--- src/rtl/vec_decode_issue.sv ---
// Decode-and-issue stage for the vector SIMD pipeline.
// Instructions are decoded into a single decode register D.
// A per-register pending-write scoreboard holds an instruction in D while it
// has a RAW/WAW hazard. The same stall applies while the outstanding-write
// budget is exhausted.
module vec_decode_issue #(
    parameter int DATA_W   = 32,
    parameter bit SB_EN    = 1'b1,
    parameter int PEND_MAX = 8
) (
    input  logic              clk,
    input  logic              rst,
    input  logic              in_valid,
    output logic              in_ready,
    input  logic [3:0]        in_format,
    input  logic [25:0]       in_inst,
    output logic              out_valid,
    input  logic              out_ready,
    output logic [4:0]        out_rd,
    output logic [4:0]        out_rs,
    output logic [4:0]        out_rt,
    output logic [DATA_W-1:0] out_imm,
    output logic [2:0]        out_alu_op,
    output logic [1:0]        out_alu_src,
    output logic              out_reg_write,
    output logic              out_mem_read,
    output logic              out_mem_write,
    output logic              out_memtoreg,
    output logic              out_illegal,
    input  logic              wb_valid,
    input  logic [4:0]        wb_rd
);

    localparam logic [3:0] FMT_I5   = 4'b0001;
    localparam logic [3:0] FMT_I10  = 4'b0010;
    localparam logic [3:0] FMT_3R   = 4'b0100;
    localparam logic [3:0] FMT_MI10 = 4'b1000;

    localparam logic [1:0] SRC_RT    = 2'b00;
    localparam logic [1:0] SRC_IMM5  = 2'b01;
    localparam logic [1:0] SRC_IMM10 = 2'b10;

    localparam logic [5:0] PEND_MAX_C = 6'(PEND_MAX);

    function automatic logic [DATA_W-1:0] sext5(input logic [4:0] v);
        sext5 = {{(DATA_W-5){v[4]}}, v};
    endfunction

    function automatic logic [DATA_W-1:0] sext10(input logic [9:0] v);
        sext10 = {{(DATA_W-10){v[9]}}, v};
    endfunction

    // Decoded fields of the incoming instruction.
    logic [4:0]        dec_rd_s, dec_rs_s, dec_rt_s;
    logic [DATA_W-1:0] dec_imm_s;
    logic [2:0]        dec_alu_op_s;
    logic [1:0]        dec_alu_src_s;
    logic              dec_reg_write_s, dec_mem_read_s, dec_mem_write_s;
    logic              dec_memtoreg_s, dec_illegal_s, dec_use_rs_s, dec_use_rt_s;

    // Decode register D.
    logic              d_valid_r;
    logic [4:0]        rd_r, rs_r, rt_r;
    logic [DATA_W-1:0] imm_r;
    logic [2:0]        alu_op_r;
    logic [1:0]        alu_src_r;
    logic              reg_write_r, mem_read_r, mem_write_r, memtoreg_r;
    logic              illegal_r, use_rs_r, use_rt_r;

    // Scoreboard.
    logic [31:0] pend_r, pend_next_s, set_vec_s, clr_vec_s;
    logic [5:0]  cnt_r, cnt_next_s;
    logic        inc_s, dec_s;

    logic sb_hit_s, full_s, hazard_s, issue_s, load_s;

    // Combinational decode of the format/inst pair; anything unmatched is illegal.
    always_comb begin
        dec_rd_s        = 5'd0;
        dec_rs_s        = 5'd0;
        dec_rt_s        = 5'd0;
        dec_imm_s       = '0;
        dec_alu_op_s    = 3'b000;
        dec_alu_src_s   = SRC_RT;
        dec_reg_write_s = 1'b0;
        dec_mem_read_s  = 1'b0;
        dec_mem_write_s = 1'b0;
        dec_memtoreg_s  = 1'b0;
        dec_use_rs_s    = 1'b0;
        dec_use_rt_s    = 1'b0;
        dec_illegal_s   = 1'b1;
        case (in_format)
            FMT_I5: begin
                if ((in_inst[5:0] == 6'b000110) && (in_inst[25:24] == 2'b00)) begin
                    dec_rd_s        = in_inst[10:6];
                    dec_rs_s        = in_inst[15:11];
                    dec_imm_s       = sext5(in_inst[20:16]);
                    dec_alu_op_s    = {2'b00, in_inst[23]};
                    dec_alu_src_s   = SRC_IMM5;
                    dec_reg_write_s = 1'b1;
                    dec_use_rs_s    = 1'b1;
                    dec_illegal_s   = 1'b0;
                end else begin
                    dec_illegal_s = 1'b1;
                end
            end
            FMT_MI10: begin
                if (in_inst[5:2] == 4'b1000) begin
                    dec_rd_s        = in_inst[10:6];
                    dec_rs_s        = in_inst[15:11];
                    dec_imm_s       = sext10(in_inst[25:16]);
                    dec_alu_src_s   = SRC_IMM10;
                    dec_reg_write_s = 1'b1;
                    dec_mem_read_s  = 1'b1;
                    dec_memtoreg_s  = 1'b1;
                    dec_use_rs_s    = 1'b1;
                    dec_illegal_s   = 1'b0;
                end else if (in_inst[5:2] == 4'b1001) begin
                    dec_rs_s        = in_inst[15:11];
                    dec_rt_s        = in_inst[10:6];
                    dec_imm_s       = sext10(in_inst[25:16]);
                    dec_alu_src_s   = SRC_IMM10;
                    dec_mem_write_s = 1'b1;
                    dec_use_rs_s    = 1'b1;
                    dec_use_rt_s    = 1'b1;
                    dec_illegal_s   = 1'b0;
                end else begin
                    dec_illegal_s = 1'b1;
                end
            end
            FMT_I10: begin
                if (in_inst[25:23] == 3'b110) begin
                    dec_rd_s        = in_inst[10:6];
                    dec_imm_s       = sext10(in_inst[20:11]);
                    dec_alu_src_s   = SRC_IMM10;
                    dec_reg_write_s = 1'b1;
                    dec_illegal_s   = 1'b0;
                end else begin
                    dec_illegal_s = 1'b1;
                end
            end
            FMT_3R: begin
                if ((in_inst[5:0] == 6'b001110) && (in_inst[25:24] == 2'b00)) begin
                    dec_rd_s        = in_inst[10:6];
                    dec_rs_s        = in_inst[15:11];
                    dec_rt_s        = in_inst[20:16];
                    dec_alu_op_s    = {2'b00, in_inst[23]};
                    dec_alu_src_s   = SRC_RT;
                    dec_reg_write_s = 1'b1;
                    dec_use_rs_s    = 1'b1;
                    dec_use_rt_s    = 1'b1;
                    dec_illegal_s   = 1'b0;
                end else begin
                    dec_illegal_s = 1'b1;
                end
            end
            default: begin
                dec_illegal_s = 1'b1;
            end
        endcase
    end

    // Hazard: scoreboard hits (maskable) plus the write budget (never masked).
    always_comb begin
        sb_hit_s = (use_rs_r & pend_r[rs_r]) |
                   (use_rt_r & pend_r[rt_r]) |
                   (reg_write_r & pend_r[rd_r]);
        full_s   = reg_write_r & (cnt_r == PEND_MAX_C);
        hazard_s = (SB_EN & sb_hit_s) | full_s;
    end

    assign out_valid = d_valid_r & ~hazard_s;
    assign in_ready  = ~d_valid_r | (out_valid & out_ready);
    assign issue_s   = out_valid & out_ready;
    assign load_s    = in_valid & in_ready;

    // Next scoreboard state; a same-register set wins over a writeback clear.
    always_comb begin
        set_vec_s = 32'd0;
        clr_vec_s = 32'd0;
        inc_s     = 1'b0;
        dec_s     = 1'b0;
        if (issue_s && reg_write_r) begin
            set_vec_s[rd_r] = 1'b1;
            inc_s           = ~pend_r[rd_r];
        end else begin
            inc_s = 1'b0;
        end
        if (wb_valid && pend_r[wb_rd]) begin
            clr_vec_s[wb_rd] = 1'b1;
            dec_s            = ~(issue_s && reg_write_r && (rd_r == wb_rd));
        end else begin
            dec_s = 1'b0;
        end
        pend_next_s = (pend_r & ~clr_vec_s) | set_vec_s;
        case ({inc_s, dec_s})
            2'b10:   cnt_next_s = cnt_r + 6'd1;
            2'b01:   cnt_next_s = cnt_r - 6'd1;
            default: cnt_next_s = cnt_r;
        endcase
    end

    // Scoreboard registers.
    always_ff @(posedge clk or posedge rst) begin
        if (rst) begin
            pend_r <= 32'd0;
            cnt_r  <= 6'd0;
        end else begin
            pend_r <= pend_next_s;
            cnt_r  <= cnt_next_s;
        end
    end

    // Decode register D: load on accept, empty on issue, otherwise hold.
    always_ff @(posedge clk or posedge rst) begin
        if (rst) begin
            d_valid_r   <= 1'b0;
            rd_r        <= 5'd0;
            rs_r        <= 5'd0;
            rt_r        <= 5'd0;
            imm_r       <= '0;
            alu_op_r    <= 3'b000;
            alu_src_r   <= 2'b00;
            reg_write_r <= 1'b0;
            mem_read_r  <= 1'b0;
            mem_write_r <= 1'b0;
            memtoreg_r  <= 1'b0;
            illegal_r   <= 1'b0;
            use_rs_r    <= 1'b0;
            use_rt_r    <= 1'b0;
        end else if (load_s) begin
            d_valid_r   <= 1'b1;
            rd_r        <= dec_rd_s;
            rs_r        <= dec_rs_s;
            rt_r        <= dec_rt_s;
            imm_r       <= dec_imm_s;
            alu_op_r    <= dec_alu_op_s;
            alu_src_r   <= dec_alu_src_s;
            reg_write_r <= dec_reg_write_s;
            mem_read_r  <= dec_mem_read_s;
            mem_write_r <= dec_mem_write_s;
            memtoreg_r  <= dec_memtoreg_s;
            illegal_r   <= dec_illegal_s;
            use_rs_r    <= dec_use_rs_s;
            use_rt_r    <= dec_use_rt_s;
        end else if (issue_s) begin
            d_valid_r <= 1'b0;
        end
    end

    assign out_rd        = rd_r;
    assign out_rs        = rs_r;
    assign out_rt        = rt_r;
    assign out_imm       = imm_r;
    assign out_alu_op    = alu_op_r;
    assign out_alu_src   = alu_src_r;
    assign out_reg_write = reg_write_r;
    assign out_mem_read  = mem_read_r;
    assign out_mem_write = mem_write_r;
    assign out_memtoreg  = memtoreg_r;
    assign out_illegal   = illegal_r;

endmodule

--- config.mk ---
export PLATFORM = sky130hd
export DESIGN_NAME = vec_decode_issue
export DESIGN_NICKNAME = d
export VERILOG_FILES = /design/src/rtl/vec_decode_issue.sv
export SDC_FILE = /design/constraint.sdc
export NUM_CORES = 1
export LEC_CHECK = 0
export CELL_PAD_IN_SITES_DETAIL_PLACEMENT = 1
export CELL_PAD_IN_SITES_GLOBAL_PLACEMENT = 1
export CORE_MARGIN = 4
export CORE_UTILIZATION = 44
export CTS_CLUSTER_SIZE = 20
export DETAILED_ROUTE_END_ITERATION = 16
export GPL_ROUTABILITY_DRIVEN = 0
export PLACE_DENSITY = 0.94
export REMOVE_ABC_BUFFERS = 1
export SYNTH_ARGS = -nofsm -noshare
export SYNTH_HDL_FRONTEND = slang
export SYNTH_SLANG_ARGS = --single-unit
--- constraint.sdc ---
create_clock -name clk -period 9.4 [get_ports clk]
set_input_delay 2.35 -clock clk [delete_from_list [all_inputs] [get_ports clk]]
set_output_delay 2.35 -clock clk [all_outputs]
set_load 0.005 [all_outputs]
==> summary.md <==
| Metric | Value |
|---|---|
| DP Worst Slack | ~3100 ps |
| H-tree levels | 3 |
| Hold Crit Endpoint | cnt_r[5]$_DFFE_PP0P_ |
| DRC Markers | 0 |
| Final setup fails | 0 |
| Worst Hold Class | reg -> reg |
| Mean area per synthesized cell | roughly 10 um2 |
| Top-count cell post-synth | dfrtp_1 |
| WL per Instance | ~26 um |
| Power Total | 678.4 uW |
| Post-Route Skew | around 16 ps |
| Yosys reg bits | 73 |
| Compound-Gate Fraction of Synth Area | 0.1765 |
| Power Dens Cells | between 100 and 150 nW/um2 |
| TNS Setup | 0 ps |
| Initial antenna violation count | 0 |
| PostCTS Resize Cnt | 0 |
| CTS Hold Bufs | 0 |
| # Max-Cap Violations | 0 |
| Yosys Warn Count | 0 |
| Vias/cell | between 6 and 7 |
| First-pass GRT wire length | ~27 mm |
| IR drop worst, VDD | 0.06638 mV |
| CP Capture Type | output port |
| Largest net degree at the start of global routing | 74 |
| DR iter-0 viols | 518 |
| Final ANT Viol Nets | 0 |
| Bufs on Longest Clock Path | 2 |
| Number of global-route vias before repair | about 4800 |
| R2r endpoint | cnt_r[5]$_DFFE_PP0P_ |
| ANT cells | 0 |
| GRT Total Usage | 0.2676 |
| Pins over their slew limit | 0 |
| Worst slew pin tran | slightly above 1000 ps |
| Outcome | finished, final reports clean |
| Die W | between 100 and 150 um |
| Synth Area in Adders | 0.01684 |
| Largest family of logic cells by synthesized area | multiplexers |
| Sequential element share of the synthesized area | 0.3724 |
| Final WS setup | 3072 ps |
| Detailed-route via count | about 4400 |
| Post-synth EDFFs | 0 |
| Area delta synth->final | 19.72% |
| Area of the multi-input gates | 2597 um2 |
| Post-synthesis async set-or-reset flop share | 1.000 |
| Worst-path maximum fanout | 11 |
| Primary FF master, synth | dfrtp_1 |
| # clock sinks | between 70 and 80 |
| Post-Synth XOR/XNOR Area | 0.01250 |
| Startpoint types | flip-flop |
| Fillers | ~1200 |
| Share of the synthesized area in the top cell type | 0.3724 |
| Hold Path Stages | 1 |
| Fin nets | 572 |
| Period minus WS final | approximately 6300 ps |
| Hold Startpoint | cnt_r[5]$_DFFE_PP0P_ |
| Fraction of layout cells with a size suffix above 1 | 0.1450 |
| RSZ-0062 raised after global routing | no |
| Post-synth top cells | dfrtp_1 (73), o21ai_0 (57), nand2_1 (35), buf_4 (25), mux4_2 (25) |
| DP HPWL | approximately 12 mm |
| Clock tree from TritonCTS | done |
| Die Y | between 100 and 150 um |
| Hold Violations, Final | 0 |
| Data arrival, critical path | approximately 4000 ps |
| Starting Density | 0.4505 |
| Synth Area in Simple Gates | 0.1135 |
| Post-synthesis mux area share | 0.2087 |
| Fin crit share | 0.6732 |
| Top cells by area, synth | dfrtp_1 (37%), mux4_2 (11%), o21ai_0 (5.8%), buf_4 (3.8%), mux2_4 (3.7%) |
| Largest area contributor in the netlist | dfrtp_1 |
| I/O pin count | ~100 |
| Storage cell area | between 1500 and 2000 um2 |
| Worst-skew pair later-pin latency | roughly 360 ps |
| Pre-antenna DRT Iters | 5 |
| Num CTS Buffers | 9 |
| Fmax | 158.0 MHz |
| Mapped Area | ~4900 um2 |
| IO Port Bufs | 96 |
| Post-CTS Setup Repair Bufs | 0 |
| Netlist cell types | 65 |
| Clk slew on worst S/H paths | ~90 ps |
| Cells after Synth | 474 |
| Die area | 12900 um2 |
| R2r setup slk | between 4000 and 5000 ps |
| FF-to-FF path depth | 15 |
| Leakage | ~2.3 nW |
| Relative slew slack | 0.2986 |
| Clock root buffer | clkbuf_8 |
| Total grt overflow | 0 |
| FP Rows | 38 |
| DRT Wirelength | ~17 mm |
| RR Startpoint | out_rs[1]$_DFFE_PP0P_ |
| Critical path class | reg -> out |
| Core box area | around 11000 um2 |
| Critical path data required time | 7050 ps |
## metal layers
layer | share of wire | vias up | global-route usage
met5 | 0 | - | 0
met4 | 0.058 | 0 | 0.1603
met3 | 0.073 | 95 | 0.05305
met2 | 0.49 | 280 | 0.4397
met1 | 0.38 | 2206 | 0.3255
li1 | - | 1838 | -
## flip-flops by register name, summed over array words and instances (netlist names)
signal / cells
out_alu_src: 2
cnt_r: 6
out_rs: 5
out_memtoreg: 1
out_alu_op: 1
out_rt: 5
d_valid_r: 1
out_mem_write: 1
use_rt_r: 1
out_rd: 5
pend_r: 32
out_illegal: 1
out_imm: 10
use_rs_r: 1
out_reg_write: 1
## through the flow
stage	utilization	hold slack, ps	std cells	area (um2)
floorplan	-	442.8	417	4518
global placement	0.5207	460.9	655	5669
detailed placement	0.5207	472.1	655	5669
CTS	0.5393	489.3	671	5872
global route	0.5393	498.4	671	5872
finish	0.5393	485.9	671	5872
## cell type report
| cell class | instances | share of cell area |
|---|---|---|
| tap | 140 | 0.02983 |
| inverter | 25 | 0.01598 |
| sequential | 73 | 0.3111 |
| clock inverter | 6 | 0.01108 |
| clock buffer | 10 | 0.02344 |
| timing repair buffer | 98 | 0.1662 |
| multi-input combinational | 319 | 0.4424 |
## placed cells by master (no fill, tap or decap), drive strengths merged, types with 6 or more instances in the layout
| master | instances |
|---|---|
| clkdlybuf4s50 | 96 |
| mux2i | 13 |
| o22ai | 13 |
| a21oi | 10 |
| o31ai | 16 |
| inv | 26 |
| nand2 | 35 |
| a22oi | 9 |
| mux2 | 23 |
| dfrtp | 73 |
| a22o | 7 |
| o21ai | 57 |
| clkbuf | 10 |
| nor2b | 6 |
| nand3 | 13 |
| mux4 | 26 |
| nor2 | 17 |
## worst max-delay path, stage by stage, from the launching register on
cell,delay [ps]
dfrtp_1,730
mux4_2,610
nor2_1,110
nor2_1,50
o311ai_0,850
a41oi_2,430
inv_2,270
clkdlybuf4s50_1,570
## cell families after synthesis
logic type / count (synthesis)
compound gates: 133
simple gates: 109
buf+inv: 83
flops: 73
mux: 62
xor+xnor: 7
fa+ha+maj: 6
other cells: 1
## power by group
| group | switching [mW] | leakage, nW | internal [mW] |
|---|---|---|---|
| Combinational | 0.0436 | 1.24 | 0.0440 |
| Sequential | 0.0131 | 1.00 | 0.321 |
| Clock | 0.126 | 0.103 | 0.130 |
## worst max path at each step
stage	start	end	depth (start not counted)
2_1_floorplan	out_ready	in_ready	2
3_3_place_gp	out_ready	in_ready	4
3_5_place_dp	wb_rd[0]	cnt_r[5]$_DFFE_PP0P_	13
4_1_cts	out_rs[1]$_DFFE_PP0P_	in_ready	7
5_1_grt	out_rs[1]$_DFFE_PP0P_	in_ready	7
6_report	out_rs[1]$_DFFE_PP0P_	in_ready	7
(Power assumes the default switching activity.)
